--- config.mk ---
export PLATFORM = sky130hd
export DESIGN_NAME = vram_window_scanout
export DESIGN_NICKNAME = d
export VERILOG_FILES = /design/src/rtl/vram_window_scanout.sv
export SDC_FILE = /design/constraint.sdc
export NUM_CORES = 1
export LEC_CHECK = 0
export BUFFER_PORTS_ARGS = -buffer_cell sky130_fd_sc_hd__buf_4
export CAP_MARGIN = 20
export CORE_MARGIN = 10
export CORE_UTILIZATION = 50
export DETAILED_ROUTE_END_ITERATION = 16
export PLACE_DENSITY_LB_ADDON = 0.2
export SYNTH_ARGS = -nofsm -noshare
export SYNTH_HDL_FRONTEND = slang
export SYNTH_SLANG_ARGS = --single-unit
export TNS_END_PERCENT = 50
--- constraint.sdc ---
create_clock -name pixel_clk -period 3.9 [get_ports pixel_clk]
set_input_delay 0.78 -clock pixel_clk [delete_from_list [all_inputs] [get_ports pixel_clk]]
set_output_delay 0.78 -clock pixel_clk [all_outputs]
set_load 0.01 [all_outputs]
--- src/rtl/vram_window_scanout.sv ---
// ---------------------------------------------------------------------------
// vram_window_scanout
//
// Purpose: scan-out stage between the LCD timing generator / video RAM and
// the LCD pins. For a rectangular window it turns the pixel/line counters
// into a scaled video-RAM read address. It waits out the RAM read latency and
// drives RGB565 pixels. Sync and DE are delayed by the same amount, so every
// LCD output stays cycle-aligned. Outside the window a generated background
// (pix_x + pix_y) is shown. The window enable only changes on a vsync falling
// edge.
//
// Optional feature: define VRAM_SCANOUT_BORDER_EN to draw a white 1-pixel
// ring just outside the window while the window is enabled.
//
// Ports:
//   pixel_clk   in   pixel clock, posedge
//   rst         in   asynchronous active-low reset
//   pix_x/pix_y in   16-bit pixel column / line from the timing generator
//   de_in       in   data enable
//   hs_in/vs_in in   hsync / vsync, active low
//   win_en_req  in   requested window enable, sampled at vsync fall
//   rd_addr     out  registered video RAM read address
//   rd_ce       out  registered video RAM read clock-enable
//   rd_data     in   RAM read data, RGB666 {R6,G6,B6}
//   lcd_de/hs/vs out delayed DE / hsync / vsync
//   lcd_rgb     out  RGB565 pixel
//   frame_cnt   out  frames completed since reset (wraps)
// ---------------------------------------------------------------------------
module vram_window_scanout #(
    parameter int START_X     = 160,
    parameter int START_Y     = 18,
    parameter int WIN_W       = 256,
    parameter int WIN_H       = 256,
    parameter int SCALE_SHIFT = 3,
    parameter int COLS_LOG2   = 5,
    parameter int ADDR_W      = 10,
    parameter int RD_LAT      = 1
) (
    input  logic              pixel_clk,
    input  logic              rst,
    input  logic [15:0]       pix_x,
    input  logic [15:0]       pix_y,
    input  logic              de_in,
    input  logic              hs_in,
    input  logic              vs_in,
    input  logic              win_en_req,
    output logic [ADDR_W-1:0] rd_addr,
    output logic              rd_ce,
    input  logic [17:0]       rd_data,
    output logic              lcd_de,
    output logic              lcd_hs,
    output logic              lcd_vs,
    output logic [15:0]       lcd_rgb,
    output logic [7:0]        frame_cnt
);

    // Total latency: one cycle for the address register plus the RAM latency.
    localparam int L = 1 + RD_LAT;

    typedef enum logic {
        WIN_OFF = 1'b0,
        WIN_ON  = 1'b1
    } win_state_t;

    // Everything that must travel alongside the RAM read to the output mux.
    typedef struct packed {
        logic        de;
        logic        hs;
        logic        vs;
        logic        in_win;
        logic        border;
        logic [15:0] bg;
    } stage_t;

    localparam stage_t STAGE_RST = '{de: 1'b0, hs: 1'b1, vs: 1'b1,
                                     in_win: 1'b0, border: 1'b0, bg: 16'h0000};

    win_state_t        win_state_q, win_state_d;
    logic              vs_q, vs_d;
    logic [7:0]        frame_cnt_q, frame_cnt_d;
    logic [ADDR_W-1:0] rd_addr_q, rd_addr_d;
    logic              rd_ce_q, rd_ce_d;
    stage_t            pipe_q [L];
    stage_t            pipe_d [L];

    logic              win_en;
    logic              vs_fall;
    logic              in_win;
    logic              border;
    logic [31:0]       px_u, py_u, dx, dy, addr_full;
    logic [15:0]       rgb_mux;
    stage_t            out_s;
    logic              unused_bits;

    assign win_en = (win_state_q == WIN_ON);

    // Window test and scaled address, all unsigned in 32 bits so that
    // START_X + WIN_W never overflows the comparison.
    always_comb begin
        px_u      = {16'd0, pix_x};
        py_u      = {16'd0, pix_y};
        in_win    = win_en
                    && (px_u >= START_X) && (px_u < START_X + WIN_W)
                    && (py_u >= START_Y) && (py_u < START_Y + WIN_H);
        dx        = px_u - START_X;
        dy        = py_u - START_Y;
        addr_full = ((dy >> SCALE_SHIFT) << COLS_LOG2) | (dx >> SCALE_SHIFT);
    end

`ifdef VRAM_SCANOUT_BORDER_EN
    // Ring just outside the window. Signed compares let START_X-1 / START_Y-1
    // go negative, and no counter value can match a negative value.
    logic signed [31:0] px_s, py_s;
    logic               on_x_edge, on_y_edge, x_span, y_span;
    always_comb begin
        px_s      = signed'(px_u);
        py_s      = signed'(py_u);
        on_x_edge = (px_s == START_X - 1) || (px_s == START_X + WIN_W);
        on_y_edge = (py_s == START_Y - 1) || (py_s == START_Y + WIN_H);
        x_span    = (px_s >= START_X - 1) && (px_s <= START_X + WIN_W);
        y_span    = (py_s >= START_Y - 1) && (py_s <= START_Y + WIN_H);
        border    = win_en && de_in
                    && ((on_x_edge && y_span) || (on_y_edge && x_span));
    end
`else
    assign border = 1'b0;
`endif

    // Window-enable FSM and frame counter, both advanced on vsync fall.
    always_comb begin
        win_state_d = win_state_q;
        frame_cnt_d = frame_cnt_q;
        vs_d        = vs_in;
        vs_fall     = vs_q && !vs_in;
        if (vs_fall) begin
            win_state_d = win_en_req ? WIN_ON : WIN_OFF;
            frame_cnt_d = frame_cnt_q + 8'd1;
        end
    end

    // Stage 1 address register; the address holds while no read is issued.
    always_comb begin
        rd_ce_d   = in_win && de_in;
        rd_addr_d = rd_ce_d ? addr_full[ADDR_W-1:0] : rd_addr_q;
    end

    always_comb begin
        pipe_d[0] = '{de: de_in, hs: hs_in, vs: vs_in, in_win: in_win,
                      border: border, bg: pix_x + pix_y};
        for (int i = 1; i < L; i++) begin
            pipe_d[i] = pipe_q[i-1];
        end
    end

    always_ff @(posedge pixel_clk or negedge rst) begin
        if (!rst) begin
            win_state_q <= WIN_OFF;
            vs_q        <= 1'b1;
            frame_cnt_q <= 8'd0;
            rd_addr_q   <= '0;
            rd_ce_q     <= 1'b0;
            for (int i = 0; i < L; i++) begin
                pipe_q[i] <= STAGE_RST;
            end
        end else begin
            win_state_q <= win_state_d;
            vs_q        <= vs_d;
            frame_cnt_q <= frame_cnt_d;
            rd_addr_q   <= rd_addr_d;
            rd_ce_q     <= rd_ce_d;
            for (int i = 0; i < L; i++) begin
                pipe_q[i] <= pipe_d[i];
            end
        end
    end

    // The last pipeline stage lines up with rd_data, so the output mux
    // is combinational on purpose.
    always_comb begin
        out_s = pipe_q[L-1];
        if (!out_s.de) begin
            rgb_mux = 16'h0000;
        end else if (out_s.in_win) begin
            rgb_mux = {rd_data[17:13], rd_data[11:6], rd_data[5:1]};
        end else if (out_s.border) begin
            rgb_mux = 16'hFFFF;
        end else begin
            rgb_mux = out_s.bg;
        end
    end

    // RGB666 -> RGB565 drops the R and B LSBs; upper address bits wrap.
    assign unused_bits = ^{rd_data[12], rd_data[0], addr_full[31:ADDR_W]};

    assign rd_addr   = rd_addr_q;
    assign rd_ce     = rd_ce_q;
    assign lcd_de    = out_s.de;
    assign lcd_hs    = out_s.hs;
    assign lcd_vs    = out_s.vs;
    assign lcd_rgb   = rgb_mux;
    assign frame_cnt = frame_cnt_q;

endmodule

== Yosys cells after proc, flatten, opt, wreduce, memory -nomap -nowiden ==
Index checks and enable logic that the tools add are counted.

* Magnitude comparators: 4
* Bitwise gates (word level): 1
* Multiplexer cells: 3
* Reductions and logical operators: 7
* Add/sub/neg operators: 4

{| class="wikitable"
|+ Operators with widths
! kind !! count
|-
| $lt 16x9->1 const B || 2
|-
| $mux 16 || 2
|-
| $add 16x16->16 || 1
|-
| $ge 16x5->1 const B || 1
|-
| $ge 16x8->1 const B || 1
|-
| $sub 13x8->13 const B || 1
|-
| $or 10x10->10 || 1
|-
| $add 8x1->8 const B || 1
|-
| $sub 8x5->8 const B || 1
|-
| $logic_and 1x1->1 || 6
|-
| $logic_not 1->1 || 1
|-
| $mux 1 || 1
|}

* Flip-flop bits (word level): 60
* Word-level logic and storage cells: 33
* Output and inout bits: 38

== Longest topological paths before layout ==
* Depth after elaboration: 6
* Depth in mapped cells: 7
* Mapped depth without buffers: 7

== Least setup slack after synthesis ==
OpenSTA, ideal clock, no wires.

* Path type: input to register
* Start: in pix_y[2]
* End: reg rd_addr_q[0] (netlist: rd_addr[0])
* Arrival time: 2.250 ns
* Required time: 3.775 ns
* Stages: 5
* Setup slack: 1.526 ns
* Path through: o31a_1 -> or4_4 -> mux2i_4 -> nand3_4 -> mux2_2

* Longest elaborated chain between the ends: 4
* Elaborated cells between the ends (all ways): 5
* Those cells by class: order compare: 2; reduce/logical: 3

{| class="wikitable"
|+ Ends and longest elaborated chain
! item !! RTL line !! RTL
|-
| start: declaration || 42 || <nowiki>input logic [15:0] pix_y,</nowiki>
|-
| $ge 16x5->1 || 104 || <nowiki>&& (py_u >= START_Y) && (py_u < START_Y + WIN_H);</nowiki>
|-
| $logic_and 1x1->1 || 104 ||
|-
| $logic_and 1x1->1 * || 104 ||
|-
| $logic_and 1x1->1 * || 143 || <nowiki>rd_ce_d = in_win && de_in;</nowiki>
|-
| end signal: assignment || 169 || <nowiki>rd_addr_q <= rd_addr_d;</nowiki>
|-
| end: declaration || 81 || <nowiki>logic [ADDR_W-1:0] rd_addr_q, rd_addr_d;</nowiki>
|}

Every way passes the cells marked *; elsewhere a longest branch is shown, timed or not.
A chain may end at the register's enable or synchronous reset.

== Worst setup path in the final report ==
* Start: reg pipe_q (netlist bit out_s[17])
* End: out lcd_rgb[4]

* Longest elaborated chain between the ends: 2

{| class="wikitable"
|+ Ends and longest elaborated chain
! item !! RTL line !! RTL
|-
| start: declaration || 83 || <nowiki>stage_t pipe_q [L];</nowiki>
|-
| start signal: indexed assignment || 172 || <nowiki>pipe_q[i] <= pipe_d[i];</nowiki>
|-
| $mux 16 || 183 || <nowiki>end else if (out_s.in_win) begin</nowiki>
|-
| $mux 16 || 181 || <nowiki>if (!out_s.de) begin</nowiki>
|-
| end: declaration || 53 || <nowiki>output logic [15:0] lcd_rgb,</nowiki>
|}

Every way passes these cells.

==> impl_summary.txt <==
----------------------------------------------------
[Floorplan]
  Initial core utilization ... 0.522
  Count of pins on the block boundary ... 94
  Floorplan row count ... 28
  Die Width ... 99.3 um
  Area inside the core boundary ... 6030 um2
  Die height ... 99.3 um
  Area of the die ... 9860 um2

[Timing]
  Setup repair after global routing missed its margin ... no
  Crit share post-route ... 0.632
  Total of endpoints with negative setup slack in the final report ... 0
  Worst slew slack as a fraction of its limit ... 0.469
  Number of hold violations in the final report ... 0
  Slew Limit Fails ... 0
  Post-layout worst setup margin ... 1.43 ns
  Tmin final ... 2.47 ns
  Worst clock skew ... 0.00870 ns
  Fmax ... 406 MHz
  Transition time of the tightest slew-check pin ... 0.796 ns
  Post-route setup TNS ... 0 ns

[Synth]
  Fraction of post-synthesis cell area in the top cell type by area ... 0.446
  Area of the mapped netlist ... 3150 um2
  Number of distinct standard cells referenced by the synthesized netlist ... 43
  Synth Register Bits ... 60
  Number of enable-type register cells in the synthesized netlist ... 0
  Synthesized instance count ... 286
  Most frequently used cell type in the post-synthesis netlist ... sky130_fd_sc_hd__dfrtp_1
  Share of flip-flops with an asynchronous set or reset ... 1.00
  Count of yosys warnings during synthesis ... 0
  Sequential cell area fraction in the yosys report ... 0.479
  Avg Synthesized Cell Area ... 11.0 um2
  Cell type with the largest total area after synthesis ... sky130_fd_sc_hd__dfrtp_1
  Most frequent cells after synthesis ... sky130_fd_sc_hd__dfrtp_1 (56), sky130_fd_sc_hd__mux2i_1 (19), sky130_fd_sc_hd__nor2b_1 (19), sky130_fd_sc_hd__xnor2_1 (19), sky130_fd_sc_hd__ha_1 (17)
  Leading post-synthesis cells by cell area ... sky130_fd_sc_hd__dfrtp_1 (45%), sky130_fd_sc_hd__ha_1 (6.8%), sky130_fd_sc_hd__mux2i_1 (6.0%)
  Post-synth top flop ... sky130_fd_sc_hd__dfrtp_1
  Nets in the synthesized netlist ... 360

[Clocking]
  Largest buffer count on any clock path ... 2
  Clock-pin slew on the worst setup and hold paths ... 0.06 ns
  Number of setup buffers added after CTS ... 0
  CTS Root Buffer Type ... sky130_fd_sc_hd__clkbuf_8
  Insertion delay to the later sink of the worst-skew pair ... 0.33 ns
  Hold bufs inserted after CTS ... 0
  Inserted Clock Buffers ... 9
  Number of gates resized after cts ... 0
  Num Clock Sinks ... 60
  CTS tree ... yes
  H-tree levels ... 3

[Setup path]
  CP peak stage delay ... 0.86 ns
  R2R depth ... 5
  Start of the worst register-to-register path ... win_en
  Arrival time worst endpoint ... 1.69 ns
  Worst setup SP type ... register
  CP endpoint kind ... output port
  Worst reg2reg endpoint ... rd_addr[7]
  Cell-by-cell trace of the critical path ... mux2i_1 -> nor2b_1 -> buf_4
  Crit path required time ... 3.12 ns
  Kind of critical path ... reg -> out
  Launching element of the worst setup path ... out_s[17]
  Worst setup endpoint ... lcd_rgb[4]
  Largest fanout on the critical path ... 16
  Reg-to-reg setup timing slack ... 2.23 ns
  Critical Path Slowest Stage Cell ... sky130_fd_sc_hd__dfrtp_1

[Global route]
  Wire length of the first global-routing pass ... 11.7 mm
  Remaining Overflow, GRT ... 0
  Antenna violations before repair ... 0
  Number of global-route vias before repair ... 2475
  Gr usage total ... 0.145
  Maximum number of pins on one net before global-route repair ... 61

[Cells and area]
  Proportion of layout cells with a drive suffix above 1 ... 0.321
  Post-synthesis to final-layout area growth ... 31.0%
  Diode insertion count for antenna repair ... 0
  Area of all placed cells without fillers ... 4120 um2
  Utilization of the core after routing ... 0.684
  Final net count ... 455

[Route]
  Final ANT Viol Nets ... 0
  Drt initial violations ... 134
  Via total after detailed routing ... 2440
  First-pass DRT Iterations ... 4
  Total Routed Length ... 7.04 mm
  Post-DR wirelength/cell ... 15.3 um
  Number of design rule violations left after detail routing ... 0
  Vias per cell ... 5.29

[Pwr]
  Leakage Power ... 1.93 nW
  Power Dens Cells ... 436 nW/um2
  Worst vdd rail ir drop ... 310 uV
  Overall Power ... 1.80 mW

[Placement]
  DP Worst Slack ... 1.15 ns
  Count of port buffers added during placement ... 91
  Placement-stage cell area ... 3900 um2
  HPWL Detailed ... 5.62 mm
  Weighted congestion at the end of routability-driven global placement ... 0.815

[Run status]
  Status ... completed

[Flow run]
  Max-capacitance violation count ... 0

[Hold path]
  Hold Path Class ... reg -> reg

----------------------------------------------------
[worst max-delay path, delay by kind of cell (launching register included)]
kind / cells / cell delay, ns
buffers and inverters: 1 / 0.14
flip-flops: 1 / 0.86
AND/OR/NAND/NOR: 1 / 0.07
multiplexers: 1 / 0.29
[per-stage QoR]
| step | cells | hold WS (ns) |
|---|---|---|
| final | 461 | 0.348 |
| after global routing | 461 | 0.354 |
| after CTS | 461 | 0.349 |
| after detailed placement | 445 | 0.335 |
| after global placement | 445 | 0.331 |
| after floorplan | 286 | 0.331 |
[final cells by class]
class	instances	area [um2]
clock buffer	10	138
clock inverter	6	87.6
fill	512	1900
inverter	12	45.0
multi-input combinational	207	1570
sequential	60	1510
tap	75	93.8
timing repair buffer	91	683
[registers in the layout, summed over array words and instances, names as in the netlist]
name       cells
win_en         1
out_s         17
lcd_hs         1
pipe_d        20
rd_ce          1
rd_addr       10
frame_cnt      8
lcd_de         1
lcd_vs         1
[worst min path at each step]
| stage | from | end | slack (ns) | cells past startpoint |
|---|---|---|---|---|
| after floorplan | pipe_d[20] | lcd_de | 0.33 | 0 |
| after global placement | pipe_d[1] | out_s[1] | 0.33 | 0 |
| after detailed placement | pipe_d[11] | out_s[11] | 0.33 | 0 |
| after CTS | pipe_d[11] | out_s[11] | 0.35 | 0 |
| after global routing | pipe_d[8] | out_s[8] | 0.35 | 0 |
| final | pipe_d[8] | out_s[8] | 0.35 | 0 |
[per-layer routing]
layer / vias to the layer above / track usage / part of all wire
met5: - / 0 / 0
met4: 0 / 0.0772 / 0.016
met3: 10 / 0.0671 / 0.11
met2: 89 / 0.216 / 0.45
met1: 1124 / 0.170 / 0.42
li1: 1217 / - / -
[power by group]
part	internal [mW]	switching, mW	leakage, nW
sequential	0.722	0.0572	0.722
clock	0.377	0.236	0.116
combinational	0.211	0.196	1.09
[cells in the final DEF (no fill, tap or decap), types with 2 or more instances in the layout]
cell,instances
sky130_fd_sc_hd__buf_4,91
sky130_fd_sc_hd__dfrtp_1,56
sky130_fd_sc_hd__xnor2_1,19
sky130_fd_sc_hd__nor2b_1,19
sky130_fd_sc_hd__mux2i_1,19
sky130_fd_sc_hd__ha_1,17
sky130_fd_sc_hd__nor2_1,16
sky130_fd_sc_hd__a21oi_1,15
sky130_fd_sc_hd__inv_1,12
sky130_fd_sc_hd__nand2_1,12
sky130_fd_sc_hd__mux2_2,10
sky130_fd_sc_hd__clkbuf_8,10
sky130_fd_sc_hd__nand3_1,8
sky130_fd_sc_hd__o21ai_0,8
sky130_fd_sc_hd__nand4_1,6
sky130_fd_sc_hd__xor2_1,6
sky130_fd_sc_hd__nor3_1,5
sky130_fd_sc_hd__nor4_1,5
sky130_fd_sc_hd__a21o_1,4
sky130_fd_sc_hd__a211oi_1,4
sky130_fd_sc_hd__dfstp_2,4
sky130_fd_sc_hd__o21bai_1,3
sky130_fd_sc_hd__o311ai_0,3
sky130_fd_sc_hd__o21a_1,3
sky130_fd_sc_hd__o31a_1,2
sky130_fd_sc_hd__a31oi_1,2
sky130_fd_sc_hd__o31ai_1,2
sky130_fd_sc_hd__and2_1,2
sky130_fd_sc_hd__nor4b_1,2
sky130_fd_sc_hd__clkinv_2,2
sky130_fd_sc_hd__clkinv_4,2
sky130_fd_sc_hd__bufinv_16,2
[kinds of logic (layout without fill, tap and decap cells)]
logic type | after synthesis | count (layout) | synth area share
buffers and inverters | 19 | 119 | 0.0227
XOR/XNOR | 25 | 25 | 0.0696
AND/OR/NAND/NOR | 82 | 82 | 0.144
AO/OA/AOI/OAI | 52 | 52 | 0.107
adder cells (fa/ha/maj) | 18 | 18 | 0.0740
multiplexers | 30 | 30 | 0.103
flip-flops | 60 | 60 | 0.479
Note: power is estimated with default switching activity, not from simulation.
